--- src/rtl/counter_seq_ctrl.sv ---
// Sequencing controller for an external loadable up/down counter: runs one-shot,
// periodic or ping-pong sweeps between a start and end value and reports endpoint hits.
module counter_seq_ctrl #(
   parameter int unsigned WIDTH = 8
) (
   input  logic             clk_i,
   input  logic             clear_ni,
   input  logic             cmd_valid_i,
   output logic             cmd_ready_o,
   input  logic [WIDTH-1:0] cmd_start_i,
   input  logic [WIDTH-1:0] cmd_end_i,
   input  logic [1:0]       cmd_mode_i,
   input  logic             abort_i,
   output logic [WIDTH-1:0] cnt_d_o,
   output logic             cnt_load_o,
   output logic             cnt_up_down_o,
   input  logic [WIDTH-1:0] cnt_qd_i,
   output logic             busy_o,
   output logic             done_o,
   output logic [7:0]       pass_cnt_o
);

   localparam logic [1:0] ModePeriodic = 2'b01;
   localparam logic [1:0] ModePingPong = 2'b10;

   typedef enum logic [1:0] {StIdle, StLoad, StRun} state_e;

   state_e           state_q, state_d;
   logic [WIDTH-1:0] start_q, start_d;
   logic [WIDTH-1:0] end_q, end_d;
   logic [WIDTH-1:0] tgt_q, tgt_d;
   logic [1:0]       mode_q, mode_d;
   logic             dir_q, dir_d;
   logic             done_q, done_d;
   logic [7:0]       pass_cnt_q, pass_cnt_d;
   logic             hit;

   assign hit        = (cnt_qd_i == tgt_q);
   assign done_o     = done_q;
   assign pass_cnt_o = pass_cnt_q;

   always_ff @(posedge clk_i or negedge clear_ni) begin
      if (!clear_ni) begin
         state_q    <= StIdle;
         start_q    <= '0;
         end_q      <= '0;
         tgt_q      <= '0;
         mode_q     <= 2'b00;
         dir_q      <= 1'b1;
         done_q     <= 1'b0;
         pass_cnt_q <= 8'h00;
      end else begin
         state_q    <= state_d;
         start_q    <= start_d;
         end_q      <= end_d;
         tgt_q      <= tgt_d;
         mode_q     <= mode_d;
         dir_q      <= dir_d;
         done_q     <= done_d;
         pass_cnt_q <= pass_cnt_d;
      end
   end

   // The counter has no enable: every non-counting cycle reloads qd to freeze it.
   always_comb begin
      state_d       = state_q;
      start_d       = start_q;
      end_d         = end_q;
      tgt_d         = tgt_q;
      mode_d        = mode_q;
      dir_d         = dir_q;
      done_d        = 1'b0;
      pass_cnt_d    = pass_cnt_q;
      cnt_load_o    = 1'b1;
      cnt_d_o       = cnt_qd_i;
      cnt_up_down_o = 1'b1;
      cmd_ready_o   = 1'b0;
      busy_o        = 1'b1;

      unique case (state_q)
         StIdle: begin
            busy_o      = 1'b0;
            cmd_ready_o = ~abort_i;
            if (cmd_valid_i && !abort_i) begin
               start_d    = cmd_start_i;
               end_d      = cmd_end_i;
               mode_d     = cmd_mode_i;
               dir_d      = (cmd_end_i >= cmd_start_i);
               tgt_d      = cmd_end_i;
               pass_cnt_d = 8'h00;
               state_d    = StLoad;
            end
         end
         StLoad: begin
            if (abort_i) begin
               state_d = StIdle;
            end else begin
               cnt_d_o = start_q;
               state_d = StRun;
            end
         end
         StRun: begin
            cnt_up_down_o = dir_q;
            if (abort_i) begin
               state_d = StIdle;
            end else if (hit) begin
               done_d = 1'b1;
               if (pass_cnt_q != 8'hFF) begin
                  pass_cnt_d = pass_cnt_q + 8'd1;
               end
               // A zero-length ping-pong has nowhere to turn, so it holds like periodic.
               if (mode_q == ModePeriodic || (mode_q == ModePingPong && start_q == end_q)) begin
                  cnt_d_o = start_q;
               end else if (mode_q == ModePingPong) begin
                  cnt_load_o    = 1'b0;
                  cnt_up_down_o = ~dir_q;
                  dir_d         = ~dir_q;
                  tgt_d         = (tgt_q == end_q) ? start_q : end_q;
               end else begin
                  state_d = StIdle;
               end
            end else begin
               cnt_load_o = 1'b0;
            end
         end
         default: begin
            state_d = StIdle;
         end
      endcase
   end

endmodule

--- config.mk ---
export PLATFORM = sky130hd
export DESIGN_NAME = counter_seq_ctrl
export DESIGN_NICKNAME = d
export VERILOG_FILES = /design/src/rtl/counter_seq_ctrl.sv
export SDC_FILE = /design/constraint.sdc
export NUM_CORES = 1
export LEC_CHECK = 0
export BUFFER_PORTS_ARGS = -buffer_cell sky130_fd_sc_hd__buf_2
export CAP_MARGIN = 25
export CORE_ASPECT_RATIO = 1.1
export CORE_MARGIN = 5
export CORE_UTILIZATION = 60
export DETAILED_ROUTE_END_ITERATION = 7
export PLACE_DENSITY = 0.95
export SYNTH_ARGS = -nofsm -noshare
export SYNTH_HDL_FRONTEND = slang
export SYNTH_SLANG_ARGS = --single-unit
export TNS_END_PERCENT = 10
--- constraint.sdc ---
create_clock -name clk_i -period 4.7 [get_ports clk_i]
set_clock_uncertainty 0.1 [all_clocks]
set_input_delay 1.175 -clock clk_i [delete_from_list [all_inputs] [get_ports clk_i]]
set_output_delay 1.175 -clock clk_i [all_outputs]
set_load 0.005 [all_outputs]
=== After elaboration in Yosys (flattened, before gate mapping) ===
Index checks and enable logic that the tools add are counted.

* $add $sub $neg: 1
* Order comparisons: 1
* Equality and inequality tests: 17
* Mux-type cells: 41
* Bitwise operators: 2
* Reduce and logical (&&, ||, !) cells: 11

{| class="wikitable"
|+ Operator list
! cell !! number
|-
| 8-bit 2-to-1 mux || 14
|-
| 8-bit case mux with 2 select lines || 3
|-
| 8-bit == test || 3
|-
| 1-bit 2-to-1 mux || 16
|-
| 2-bit 2-to-1 mux || 6
|-
| 2-bit inequality test (second input constant) || 6
|-
| 3-bit inequality test (second input constant) || 3
|-
| 8-bit by 1-bit adder with 8-bit output (second input constant) || 1
|-
| 8-bit >= comparator || 1
|-
| 8-bit inequality test (second input constant) || 1
|-
| 2-bit case mux with 3 select lines || 1
|-
| 6-bit AND reduction || 1
|-
| 5-bit AND reduction || 1
|-
| 2-bit by 1-bit == test with 1-bit output (second input constant) || 2
|-
| 2-bit == test (second input constant) || 2
|-
| 2-bit AND reduction || 2
|-
| 4-bit AND reduction || 1
|-
| 1-bit logical AND || 2
|-
| 2-bit zero test || 1
|-
| 1-bit inverter || 2
|-
| 1-bit case mux with 2 select lines || 1
|-
| 2-bit nonzero test || 1
|-
| 1-bit zero test || 1
|-
| 1-bit logical OR || 1
|}

* Register bits: 38
* Bits of input ports: 30

=== Logic depth before layout (Yosys ltp) ===
Gate-level depths: netlist of run 1.

* Word-level depth: 7
* Depth in mapped cells: 8

=== Least setup slack after synthesis of run 1 ===
Ideal clock, no wire load.

* Path type: in2out
* From: input port cnt_qd_i[7]
* To: output port cnt_d_o[0]
* Data arrival time: 2,403 ps
* Required time: 3,425 ps
* Slack: 1,022 ps
* Stages: 5
* Buffers on the path: 0
* Cell sequence: xor2_1 -> nor4_4 -> nand4_1 -> o21ai_2 -> a22o_1

* Word-level cells in the longest chain between the ends: 4

{| class="wikitable"
|+ RTL lines
! what !! line !! text
|-
| from (decl) || 17 || <nowiki>input logic [WIDTH-1:0] cnt_qd_i,</nowiki>
|-
| 8-bit == test || 38 || <nowiki>assign hit = (cnt_qd_i == tgt_q);</nowiki>
|-
| 8-bit 2-to-1 mux || 106 || <nowiki>end else if (hit) begin</nowiki>
|-
| 8-bit 2-to-1 mux || 104 || <nowiki>if (abort_i) begin</nowiki>
|-
| 8-bit case mux with 2 select lines || 80 || <nowiki>unique case (state_q)</nowiki>
|-
| to (decl) || 14 || <nowiki>output logic [WIDTH-1:0] cnt_d_o,</nowiki>
|}

No other way between the ends.

=== Worst setup path after layout of run 1 ===
* From: input port cnt_qd_i[0]
* To: output port cnt_d_o[6]

Same word-level chain as after synthesis.

==> impl_metrics.xml, run 1 <==
<?xml version="1.0" encoding="UTF-8"?>
<metrics>
  <group name="grt">
    <metric name="grt_usage" unit="%">23.81</metric>
    <metric name="number_of_antenna_violations_at_the_first_check_in_global_routing" unit="">0</metric>
    <metric name="grt.overflow.total" unit="">0</metric>
    <metric name="wire_length_of_the_first_global_routing_pass" unit="um">10650</metric>
    <metric name="grt_pass1_vias" unit="">2255</metric>
    <metric name="grt_start_max_net_pins" unit="">39</metric>
  </group>
  <group name="detailed_routing">
    <metric name="drc" unit="">0</metric>
    <metric name="detail_route.first_pass.iterations" unit="">4</metric>
    <metric name="route.vias.total" unit="">2267</metric>
    <metric name="totalWireLength" unit="um">6447</metric>
    <metric name="route.detailed.wl_per_inst" unit="um">17.52</metric>
    <metric name="drtIter0Drc" unit="">168</metric>
    <metric name="ant_nets" unit="">0</metric>
    <metric name="route.detailed.vias_per_inst" unit="">6.160</metric>
  </group>
  <group name="sta">
    <metric name="worst-slew-pin-transition" unit="ps">854.7</metric>
    <metric name="final.period_utilization" unit="%">89.88</metric>
    <metric name="final-hold-violation-count" unit="">0</metric>
    <metric name="finalWorstPathRequiredPeriod" unit="ps">4225</metric>
    <metric name="unrepaired_setup_endpoints_after_global_routing" unit="">false</metric>
    <metric name="report.final.slew_viol_count" unit="">0</metric>
    <metric name="max-slew-margin-rel" unit="%">43.02</metric>
    <metric name="final.hold.worst_slack" unit="ps">436.6</metric>
    <metric name="tns" unit="ps">0</metric>
    <metric name="setup_viol" unit="">0</metric>
    <metric name="achievable-frequency" unit="MHz">236.7</metric>
  </group>
  <group name="worst_setup_path">
    <metric name="cpLargestDelayFamily" unit="">compound AO/OA/AOI/OAI gates</metric>
    <metric name="critPathMaxFanout" unit="">8</metric>
    <metric name="critPathRequiredTime" unit="ps">3420</metric>
    <metric name="worstSetupStartpointType" unit="">input pin</metric>
    <metric name="timing.critical_path.cells" unit="">buf_2 -&gt; xor2_1 -&gt; nor4_4 -&gt; nand4_1 -&gt; o21ai_2 -&gt; a22o_1 -&gt; buf_2</metric>
    <metric name="startpoint_to_endpoint_class_of_the_critical_path" unit="">input pin to output port</metric>
    <metric name="cp.arrival" unit="ps">2950</metric>
    <metric name="path_buf_inv" unit="">2</metric>
    <metric name="cp-end-kind" unit="">output port</metric>
    <metric name="r2r_setup_slack" unit="ps">1840</metric>
    <metric name="delay_of_the_slowest_critical_path_stage" unit="ps">480</metric>
    <metric name="critical-path-slowest-cell" unit="">sky130_fd_sc_hd__nor4_4</metric>
    <metric name="critical_path.most_common_cell" unit="">sky130_fd_sc_hd__buf_2</metric>
  </group>
  <group name="clocking">
    <metric name="holdBufCountCts" unit="">0</metric>
    <metric name="cts_made_buffers" unit="">5</metric>
    <metric name="cts.clk_slew.worst_paths" unit="ps">70</metric>
    <metric name="clkSinkCount" unit="">38</metric>
    <metric name="cts_root_buf" unit="">sky130_fd_sc_hd__clkbuf_8</metric>
    <metric name="cts.path.max_buffers" unit="">2</metric>
    <metric name="worstSkewPairLatency" unit="ps">300</metric>
    <metric name="clock_tree_from_tritoncts" unit="">yes</metric>
    <metric name="clock_tree.htree_level_count" unit="">2</metric>
    <metric name="cts.repair.resized" unit="">0</metric>
    <metric name="cts_post_setup_buffers_inserted" unit="">0</metric>
  </group>
  <group name="placed_design">
    <metric name="place_hpwl" unit="um">4695</metric>
    <metric name="numPortBuffers" unit="">50</metric>
    <metric name="place.gp.congestion" unit="">0.9036</metric>
  </group>
  <group name="die">
    <metric name="floorplan.initialDensity" unit="%">61.10</metric>
    <metric name="x_dimension_of_the_die" unit="um">72.52</metric>
    <metric name="vertical_die_dimension" unit="um">78.78</metric>
    <metric name="placement_rows" unit="">25</metric>
    <metric name="ioPinCount" unit="">51</metric>
    <metric name="fp.dieArea" unit="um^2">5713</metric>
    <metric name="design.core.area" unit="um^2">4223</metric>
  </group>
  <group name="power">
    <metric name="p_per_area" unit="nW/um^2">565.8</metric>
    <metric name="vdd.ir_drop.worst" unit="mV">0.2915</metric>
    <metric name="leakagePower" unit="nW">1.374</metric>
  </group>
  <group name="synthesis">
    <metric name="postSynthAreaPerCell" unit="um^2">9.773</metric>
    <metric name="simple_gate_share_of_the_synthesized_area" unit="%">18.67</metric>
    <metric name="synth_top_family_by_area" unit="">simple AND/OR/NAND/NOR gates</metric>
    <metric name="synth_nets" unit="">306</metric>
    <metric name="post_synth_fa_ha_maj_area_fraction" unit="%">5.820</metric>
    <metric name="synth_compound_area_share" unit="%">16.93</metric>
    <metric name="synthesis.instances" unit="">264</metric>
    <metric name="async_flop_share" unit="%">100.0</metric>
    <metric name="synth_cell_type_count" unit="">47</metric>
    <metric name="muxShareOfSynthArea" unit="%">9.408</metric>
    <metric name="synth-seq-cells" unit="">38</metric>
    <metric name="synthXorXnorAreaFrac" unit="%">8.147</metric>
    <metric name="synth_sequential_area_ratio" unit="%">36.91</metric>
    <metric name="postSynth.topFlopCell" unit="">sky130_fd_sc_hd__dfrtp_1</metric>
    <metric name="yosys_warnings" unit="">0</metric>
    <metric name="synth_enable_flop_cells" unit="">0</metric>
    <metric name="netlist_area" unit="um^2">2580</metric>
  </group>
  <group name="cells_and_area">
    <metric name="drive_above_1_share" unit="%">27.07</metric>
    <metric name="synth_to_final_area_change" unit="%">14.79</metric>
    <metric name="num-nets-final" unit="">355</metric>
    <metric name="insertedDiodeCount" unit="">0</metric>
  </group>
  <group name="job">
    <metric name="max-cap-violations" unit="">0</metric>
  </group>
  <group name="status">
    <metric name="status" unit="">finished clean</metric>
  </group>
  <group name="hold_path">
    <metric name="timing.hold.worst.class" unit="">flop to flop</metric>
  </group>
</metrics>
-- metal layers --
layer | global-route usage (%) | part of all wire, % | vias up
li1 | - | - | 1067
met1 | 27.35 | 39 | 1106
met2 | 43.68 | 52 | 80
met3 | 4.684 | 6.9 | 14
met4 | 7.380 | 2.0 | 0
met5 | 0 | 0 | -
-- area by class of cell --
type,count,area (um^2)
sequential,38,952.2
multi-input combinational,200,1521
inverter,15,56.30
timing repair buffer,53,272.8
clock buffer,7,86.33
clock inverter,1,5.005
tap,54,67.56
fill,331,1261
-- stage by stage --
stage / setup slack, ps / instances / area (um^2) / utilization (%) / total power, mW
6_report: 475.5 / 368 / 2962 / 70.13 / 1.676
5_1_grt: 393.4 / 368 / 2962 / 70.13 / 1.785
4_1_cts: 490.7 / 368 / 2962 / 70.13 / 1.665
3_5_place_dp: 514.1 / 360 / 2870 / 67.97 / 1.419
3_3_place_gp: 600.1 / 360 / 2870 / 67.97 / 1.370
2_1_floorplan: 1022 / 264 / 2580 / - / 1.176
-- path summary, 6_finish.rpt --
check,startpoint,endpoint,cells past startpoint
min in group asynchronous,clear_ni,pass_cnt_o[7]$_DFFE_PN0P_,1
min,mode_q[0]$_DFFE_PN0P_,mode_q[0]$_DFFE_PN0P_,1
max in group asynchronous,clear_ni,start_q[3]$_DFFE_PN0P_,1
max reg2reg,state_q[0]$_DFFE_PN0P_,pass_cnt_o[7]$_DFFE_PN0P_,7
min reg2reg,mode_q[0]$_DFFE_PN0P_,mode_q[0]$_DFFE_PN0P_,1
max,cnt_qd_i[0],cnt_d_o[6],7
-- registers in the layout, indices dropped and copies added (netlist names) --
signal and cells:
mode_q 2, start_q 8, state_q 2, end_q 8, pass_cnt_o 8, tgt_q 8, done_o 1, dir_q 1
-- placed cells by master (no fill, tap or decap), types with 4 or more instances in the layout --
cell type                  netlist  routed
sky130_fd_sc_hd__ha_1           12      12
sky130_fd_sc_hd__nand3_1        14      14
sky130_fd_sc_hd__dfrtp_1        37      37
sky130_fd_sc_hd__nand4_1        12      12
sky130_fd_sc_hd__xor2_1         16      16
sky130_fd_sc_hd__clkbuf_8        0       6
sky130_fd_sc_hd__inv_1          14      14
sky130_fd_sc_hd__mux2i_1         4       4
sky130_fd_sc_hd__a22o_1          8       8
sky130_fd_sc_hd__a21oi_1         4       4
sky130_fd_sc_hd__nor2_1          5       5
sky130_fd_sc_hd__mux2_2         18      18
sky130_fd_sc_hd__o21ai_0        11      11
sky130_fd_sc_hd__o211ai_1       12      12
sky130_fd_sc_hd__xnor2_1         8       8
sky130_fd_sc_hd__nor2b_1         5       5
sky130_fd_sc_hd__nand2b_1        6       6
sky130_fd_sc_hd__buf_2           1      50
sky130_fd_sc_hd__nand2_1        28      28
-- where the power goes --
group | switching [mW] | internal (mW) | leakage (nW)
Clock | 0.119 | 0.118 | 0.0482
Combinational | 0.470 | 0.359 | 0.851
Sequential | 0.156 | 0.453 | 0.475
-- cell usage after synthesis (11+ instances only) --
library cell	count	area, um^2
sky130_fd_sc_hd__inv_1	14	52.55
sky130_fd_sc_hd__mux2_2	18	202.7
sky130_fd_sc_hd__o21ai_0	11	55.05
sky130_fd_sc_hd__nand3_1	14	70.07
sky130_fd_sc_hd__dfrtp_1	37	925.9
sky130_fd_sc_hd__xor2_1	16	140.1
sky130_fd_sc_hd__nand2_1	28	105.1
sky130_fd_sc_hd__o211ai_1	12	90.09
sky130_fd_sc_hd__nand4_1	12	75.07
sky130_fd_sc_hd__ha_1	12	150.1
-- cell families after synthesis --
family,Yosys count
compound gates,58
simple gates,84
buf+inv,26
fa+ha+maj,12
mux,22
xor+xnor,24
flops,38
(Power assumes the default switching activity.)
==> run 2, diff against run 1 <==
--- a/config.mk
+++ b/config.mk
@@ -9,3 +9,2 @@
 export CAP_MARGIN = 25
-export CORE_ASPECT_RATIO = 1.1
 export CORE_MARGIN = 5
--- a/constraint.sdc
+++ b/constraint.sdc
@@ -4,2 +4,2 @@
 set_output_delay 1.175 -clock clk_i [all_outputs]
-set_load 0.005 [all_outputs]
+set_load 0.1 [all_outputs]
==> run 2 against run 1 <==
Global-route usage up 3.1 points. Flip-flop and latch count unchanged. Count of clock-buffer cells in the layout down 2. Final cell count down 1.4%. Sequential share of layout area down 1.3 points. Critical path depth unchanged. Critical endpoint is now cnt_d_o[5]. Clock power up 18%. First-iteration DRC count up 27%. Total power up 35%. Non-clock buffer count down 1. Register-to-register slack worse by 60 ps.
==> impl_metrics.xml, run 2 (synthesis gave the netlist of run 1 again) <==
<?xml version="1.0" encoding="UTF-8"?>
<metrics>
  <group name="die">
    <metric name="x_dimension_of_the_die" unit="um">75.58</metric>
    <metric name="fp.dieArea" unit="um^2">5712</metric>
    <metric name="floorplan.initialDensity" unit="%">63.14</metric>
    <metric name="design.core.area" unit="um^2">4086</metric>
    <metric name="vertical_die_dimension" unit="um">75.58</metric>
    <metric name="ioPinCount" unit="">51</metric>
    <metric name="placement_rows" unit="">23</metric>
  </group>
  <group name="sta">
    <metric name="final-hold-violation-count" unit="">0</metric>
    <metric name="unrepaired_setup_endpoints_after_global_routing" unit="">false</metric>
    <metric name="tns" unit="ps">0</metric>
    <metric name="worst-slew-pin-transition" unit="ps">831.0</metric>
    <metric name="report.final.slew_viol_count" unit="">0</metric>
    <metric name="final.period_utilization" unit="%">93.87</metric>
    <metric name="setup_viol" unit="">0</metric>
    <metric name="final.hold.worst_slack" unit="ps">428.5</metric>
    <metric name="max-slew-margin-rel" unit="%">44.60</metric>
    <metric name="achievable-frequency" unit="MHz">226.7</metric>
    <metric name="post-route-worst-setup-slack" unit="ps">288.2</metric>
    <metric name="finalWorstPathRequiredPeriod" unit="ps">4412</metric>
  </group>
  <group name="cells_and_area">
    <metric name="drive_above_1_share" unit="%">27.48</metric>
    <metric name="final_core_utilization" unit="%">75.63</metric>
    <metric name="mostFrequentLayoutCell" unit="">sky130_fd_sc_hd__buf_2</metric>
    <metric name="insertedDiodeCount" unit="">0</metric>
    <metric name="num-nets-final" unit="">354</metric>
    <metric name="finalNonFillerCells" unit="">363</metric>
    <metric name="mostFrequentLayoutCells" unit="">42 x sky130_fd_sc_hd__buf_2, 37 x sky130_fd_sc_hd__dfrtp_1, 28 x sky130_fd_sc_hd__nand2_1</metric>
    <metric name="synth_to_final_area_change" unit="%">19.79</metric>
    <metric name="n_fill_cell" unit="">275</metric>
  </group>
  <group name="detailed_routing">
    <metric name="drtIter0Drc" unit="">213</metric>
    <metric name="totalWireLength" unit="um">6990</metric>
    <metric name="ant_nets" unit="">0</metric>
    <metric name="drc" unit="">0</metric>
    <metric name="route.detailed.wl_per_inst" unit="um">19.26</metric>
    <metric name="detail_route.first_pass.iterations" unit="">5</metric>
    <metric name="route.detailed.vias_per_inst" unit="">6.474</metric>
    <metric name="route.vias.total" unit="">2350</metric>
  </group>
  <group name="worst_setup_path">
    <metric name="delay_of_the_slowest_critical_path_stage" unit="ps">530</metric>
    <metric name="critPathRequiredTime" unit="ps">3420</metric>
    <metric name="cp-end-kind" unit="">output port</metric>
    <metric name="startpoint_to_endpoint_class_of_the_critical_path" unit="">input pin to output port</metric>
    <metric name="worstSetupStartpointType" unit="">input pin</metric>
    <metric name="critPathMaxFanout" unit="">8</metric>
    <metric name="cp.arrival" unit="ps">3140</metric>
    <metric name="critical-path-slowest-cell" unit="">sky130_fd_sc_hd__nor4_4</metric>
    <metric name="timing.critical_path.cells" unit="">buf_2 -&gt; xor2_1 -&gt; nor4_4 -&gt; nand4_1 -&gt; o21ai_2 -&gt; a22o_1 -&gt; buf_12</metric>
  </group>
  <group name="placed_design">
    <metric name="place_hpwl" unit="um">5122</metric>
    <metric name="numPortBuffers" unit="">50</metric>
    <metric name="dp_slack" unit="ps">290.8</metric>
    <metric name="place.gp.congestion" unit="">0.8824</metric>
    <metric name="dpl.cell_count" unit="">355</metric>
  </group>
  <group name="grt">
    <metric name="grt.overflow.total" unit="">0</metric>
    <metric name="wire_length_of_the_first_global_routing_pass" unit="um">11460</metric>
    <metric name="grt_start_max_net_pins" unit="">39</metric>
    <metric name="grt_usage" unit="%">26.93</metric>
    <metric name="grt_pass1_vias" unit="">2367</metric>
    <metric name="number_of_antenna_violations_at_the_first_check_in_global_routing" unit="">0</metric>
  </group>
  <group name="power">
    <metric name="vdd.ir_drop.worst" unit="mV">0.5153</metric>
    <metric name="leakagePower" unit="nW">1.416</metric>
    <metric name="p_per_area" unit="nW/um^2">732.0</metric>
  </group>
  <group name="clocking">
    <metric name="holdBufCountCts" unit="">0</metric>
    <metric name="cts.clk_slew.worst_paths" unit="ps">70</metric>
    <metric name="cts_root_buf" unit="">sky130_fd_sc_hd__clkbuf_8</metric>
    <metric name="clock_tree.htree_level_count" unit="">2</metric>
    <metric name="cts.path.max_buffers" unit="">2</metric>
    <metric name="cts.repair.resized" unit="">0</metric>
    <metric name="worstSkewPairLatency" unit="ps">300</metric>
    <metric name="clkSinkCount" unit="">38</metric>
    <metric name="clock_tree_from_tritoncts" unit="">yes</metric>
    <metric name="cts_made_buffers" unit="">5</metric>
    <metric name="cts_post_setup_buffers_inserted" unit="">0</metric>
  </group>
  <group name="status">
    <metric name="status" unit="">finished clean</metric>
  </group>
  <group name="job">
    <metric name="max-cap-violations" unit="">0</metric>
  </group>
  <group name="hold_path">
    <metric name="timing.hold.worst.class" unit="">flop to flop</metric>
  </group>
</metrics>
[run 2: cell count changes in the layout (fill, tap and decap cells not counted), sizes merged]
cell	before	now
clkbuf	7	5
clkinv	2	3
bufinv	0	1
buf	53	52
[run 2: worst paths after layout]
kind | to | depth (start not counted) | startpoint | slack, ps
min | mode_q[0]$_DFFE_PN0P_ | 1 | mode_q[0]$_DFFE_PN0P_ | 430
min in group asynchronous | start_q[4]$_DFFE_PN0P_ | 1 | clear_ni | 860
max | cnt_d_o[5] | 7 | cnt_qd_i[7] | 290
min reg2reg | mode_q[0]$_DFFE_PN0P_ | 1 | mode_q[0]$_DFFE_PN0P_ | 430
max reg2reg | dir_q$_DFFE_PN1P_ | 8 | state_q[0]$_DFFE_PN0P_ | 1780
max in group asynchronous | pass_cnt_o[3]$_DFFE_PN0P_ | 1 | clear_ni | 3110
[run 2: area by class of cell]
type / instances / area [um^2] / area share (%)
multi-input cells: 200 / 1525 / 49.35
flip-flops and latches: 38 / 952.2 / 30.81
repair buffers: 52 / 385.4 / 12.47
clock buffers: 5 / 68.82 / 2.227
well taps: 50 / 62.56 / 2.024
inverters: 15 / 56.30 / 1.822
clock inverters: 3 / 40.04 / 1.296
[run 2: critical path: cells and delay by family]
kind | cells | cell delay (ps)
AOI/OAI and AO/OA | 2 | 770
xor gates and xnor gates | 1 | 170
buffers and inverters | 2 | 310
and+or+nand+nor | 2 | 710
[run 2: stage by stage]
step                instance area (um^2)  total power [mW]
floorplan                           2584             1.553
global placement                    2982             1.897
detailed placement                  2982             1.965
CTS                                 3090             2.250
global route                        3090             2.372
finish                              3090             2.262
[run 2: where the power goes]
group	total, mW	internal [mW]	switching [mW]	leakage [nW]
Combinational	1.37	0.482	0.886	0.883
Clock	0.280	0.156	0.124	0.0579
Sequential	0.615	0.453	0.162	0.475
Total	2.26	1.09	1.17	1.42
[run 2: routing by layer]
layer  part of all wire (%)  vias up  GRT usage (%)  wire [um]
li1                       -     1068              -          -
met1                     39     1141          33.22       2711
met2                     51      120          45.25       3536
met3                    8.1       21          6.201        563
met4                    2.5        0          11.46        178
met5                      0        -              0          0
==> run 3, diff against run 2 <==
--- a/config.mk
+++ b/config.mk
@@ -12,3 +12,3 @@
 export DETAILED_ROUTE_END_ITERATION = 7
-export PLACE_DENSITY = 0.95
+export PLACE_DENSITY_LB_ADDON = 0.25
 export SYNTH_ARGS = -nofsm -noshare
==> constraint.sdc (replaced) <==
create_clock -name clk_i -period 4.7 [get_ports clk_i]
set_clock_uncertainty 0.1 [all_clocks]
set_input_delay 0.94 -clock clk_i [delete_from_list [all_inputs] [get_ports clk_i]]
set_output_delay 0.94 -clock clk_i [all_outputs]
set_load 0.01 [all_outputs]
==> run 3 against run 2 <==
Worst setup slack gained 700 ps. Sequential share of layout area increased by 0.98 points. Routed wire length decreased by 12%. Critical path type unchanged. Largest power group unchanged. Highest routed layer unchanged.
==> impl_metrics.xml, run 3 (synthesis gave the netlist of run 1 again) <==
<?xml version="1.0" encoding="UTF-8"?>
<metrics>
  <group name="placed_design">
    <metric name="dpl_cell_area" unit="um^2">2858</metric>
    <metric name="place.gp.congestion" unit="">0.8741</metric>
    <metric name="place_hpwl" unit="um">4430</metric>
    <metric name="dp_slack" unit="ps">990.6</metric>
    <metric name="numPortBuffers" unit="">50</metric>
  </group>
  <group name="worst_setup_path">
    <metric name="worstSetupStartpointType" unit="">input pin</metric>
    <metric name="delay_of_the_slowest_critical_path_stage" unit="ps">510</metric>
    <metric name="timing.critical_path.cells" unit="">buf_2 -&gt; xor2_1 -&gt; nor4_4 -&gt; nand4_1 -&gt; o21ai_2 -&gt; a22o_1 -&gt; buf_2</metric>
    <metric name="critPathRequiredTime" unit="ps">3660</metric>
    <metric name="path_buf_inv" unit="">2</metric>
    <metric name="r2r_setup_slack" unit="ps">2060</metric>
    <metric name="startpoint_to_endpoint_class_of_the_critical_path" unit="">input pin to output port</metric>
    <metric name="worstSetupPathDepth" unit="">7</metric>
    <metric name="critical_path.most_common_cell" unit="">sky130_fd_sc_hd__buf_2</metric>
    <metric name="critPathMaxFanout" unit="">8</metric>
    <metric name="reg2regPathDepth" unit="">7</metric>
    <metric name="cpLargestDelayFamily" unit="">simple AND/OR/NAND/NOR gates</metric>
    <metric name="cp.arrival" unit="ps">2680</metric>
    <metric name="cp-end-kind" unit="">output port</metric>
    <metric name="critical-path-slowest-cell" unit="">sky130_fd_sc_hd__nor4_4</metric>
  </group>
  <group name="grt">
    <metric name="grt_usage" unit="%">23.90</metric>
    <metric name="grt_pass1_vias" unit="">2177</metric>
    <metric name="grt_start_max_net_pins" unit="">39</metric>
    <metric name="number_of_antenna_violations_at_the_first_check_in_global_routing" unit="">0</metric>
    <metric name="grt.overflow.total" unit="">0</metric>
    <metric name="wire_length_of_the_first_global_routing_pass" unit="um">10360</metric>
  </group>
  <group name="cells_and_area">
    <metric name="mostFrequentLayoutCell" unit="">sky130_fd_sc_hd__buf_2</metric>
    <metric name="num-nets-final" unit="">354</metric>
    <metric name="mostFrequentLayoutCells" unit="">50 x sky130_fd_sc_hd__buf_2, 37 x sky130_fd_sc_hd__dfrtp_1, 28 x sky130_fd_sc_hd__nand2_1</metric>
    <metric name="synth_to_final_area_change" unit="%">16.10</metric>
    <metric name="insertedDiodeCount" unit="">0</metric>
    <metric name="n_fill_cell" unit="">325</metric>
    <metric name="final_cell_area" unit="um^2">2995</metric>
    <metric name="drive_above_1_share" unit="%">27.16</metric>
  </group>
  <group name="sta">
    <metric name="tns" unit="ps">0</metric>
    <metric name="worst-slew-pin-transition" unit="ps">857.3</metric>
    <metric name="achievable-frequency" unit="MHz">269.1</metric>
    <metric name="final-hold-violation-count" unit="">0</metric>
    <metric name="finalWorstPathRequiredPeriod" unit="ps">3717</metric>
    <metric name="report.final.slew_viol_count" unit="">0</metric>
    <metric name="setup_viol" unit="">0</metric>
    <metric name="unrepaired_setup_endpoints_after_global_routing" unit="">false</metric>
    <metric name="post-route-worst-setup-slack" unit="ps">983.3</metric>
    <metric name="final.period_utilization" unit="%">79.08</metric>
    <metric name="max-slew-margin-rel" unit="%">42.85</metric>
  </group>
  <group name="clocking">
    <metric name="cts.repair.resized" unit="">0</metric>
    <metric name="cts_made_buffers" unit="">5</metric>
    <metric name="clock_tree_from_tritoncts" unit="">yes</metric>
    <metric name="cts_post_setup_buffers_inserted" unit="">0</metric>
    <metric name="cts.path.max_buffers" unit="">2</metric>
    <metric name="clock_tree.htree_level_count" unit="">2</metric>
    <metric name="worstSkewPairLatency" unit="ps">290</metric>
    <metric name="holdBufCountCts" unit="">0</metric>
    <metric name="clkSinkCount" unit="">38</metric>
    <metric name="cts.clk_slew.worst_paths" unit="ps">70</metric>
    <metric name="cts_root_buf" unit="">sky130_fd_sc_hd__clkbuf_8</metric>
  </group>
  <group name="die">
    <metric name="floorplan.initialDensity" unit="%">63.14</metric>
    <metric name="vertical_die_dimension" unit="um">75.58</metric>
    <metric name="x_dimension_of_the_die" unit="um">75.58</metric>
    <metric name="fp.dieArea" unit="um^2">5712</metric>
    <metric name="placement_rows" unit="">23</metric>
    <metric name="design.core.area" unit="um^2">4086</metric>
    <metric name="ioPinCount" unit="">51</metric>
  </group>
  <group name="power">
    <metric name="vdd.ir_drop.worst" unit="mV">0.2960</metric>
    <metric name="p_per_area" unit="nW/um^2">590.9</metric>
    <metric name="switchingPower" unit="uW">749.3</metric>
    <metric name="internal_power" unit="mW">1.021</metric>
    <metric name="share_comb_of_total_power" unit="%">46.7</metric>
    <metric name="switching_share" unit="%">42.33</metric>
    <metric name="design_power_total" unit="mW">1.770</metric>
    <metric name="pwr-share-clk" unit="%">18.9</metric>
    <metric name="leakagePower" unit="nW">1.388</metric>
    <metric name="pwr-share-seq" unit="%">34.4</metric>
  </group>
  <group name="hold_path">
    <metric name="min_path_cells" unit="">1</metric>
    <metric name="timing.hold.worst.class" unit="">flop to flop</metric>
  </group>
  <group name="detailed_routing">
    <metric name="totalWireLength" unit="um">6117</metric>
    <metric name="drc" unit="">0</metric>
    <metric name="route.detailed.vias_per_inst" unit="">6.088</metric>
    <metric name="detail_route.first_pass.iterations" unit="">4</metric>
    <metric name="drtIter0Drc" unit="">180</metric>
    <metric name="ant_nets" unit="">0</metric>
    <metric name="route.detailed.wl_per_inst" unit="um">16.85</metric>
    <metric name="route.vias.total" unit="">2210</metric>
  </group>
  <group name="status">
    <metric name="status" unit="">finished clean</metric>
  </group>
  <group name="job">
    <metric name="max-cap-violations" unit="">0</metric>
  </group>
</metrics>
==> run 3: power groups by stage <==
stage               logic [mW]  registers, mW  clock network (mW)
global route             0.913          0.626               0.351
finish                   0.827          0.609               0.334
global placement         0.797          0.601                   0
floorplan                0.628          0.569                   0
detailed placement       0.813          0.608                   0
CTS                      0.825          0.604               0.340
==> run 3: cell type report <==
| cell class | count | area (um^2) | area share (%) |
|---|---|---|---|
| multi-input cells | 200 | 1521 | 50.79 |
| flip-flops and latches | 38 | 952.2 | 31.79 |
| repair buffers | 52 | 265.3 | 8.855 |
| clock buffers | 5 | 68.82 | 2.297 |
| clock inverters | 3 | 68.82 | 2.297 |
| well taps | 50 | 62.56 | 2.089 |
| inverters | 15 | 56.30 | 1.880 |
==> run 3: per-layer routing <==
| layer | track usage [%] | routed length, um | vias up | share of wire [%] |
|---|---|---|---|---|
| met5 | 0 | 0 | - | 0 |
| met4 | 6.796 | 124 | 0 | 2.0 |
| met3 | 4.354 | 417 | 12 | 6.8 |
| met2 | 40.36 | 3020 | 77 | 49 |
| met1 | 31.44 | 2555 | 1049 | 42 |
| li1 | - | - | 1072 | - |
==> run 3: final timing paths <==
check                                            start                   endpoint
min in group asynchronous                     clear_ni     state_q[1]$_DFFE_PN0P_
worst max register to register  state_q[0]$_DFFE_PN0P_  pass_cnt_o[7]$_DFFE_PN0P_
worst min-delay path             mode_q[0]$_DFFE_PN0P_      mode_q[0]$_DFFE_PN0P_
worst min register to register   mode_q[0]$_DFFE_PN0P_      mode_q[0]$_DFFE_PN0P_
worst max-delay path                       cnt_qd_i[7]                 cnt_d_o[5]
max in group asynchronous                     clear_ni           done_o$_DFF_PN0_
==> run 3: metrics by stage <==
step | hold slack [ps] | util (%) | instances
floorplan | 394.7 | - | 264
global placement | 411.7 | 69.93 | 355
detailed placement | 414.2 | 69.93 | 355
CTS | 431.4 | 73.30 | 363
global route | 468.3 | 73.30 | 363
finish | 434.7 | 73.30 | 363
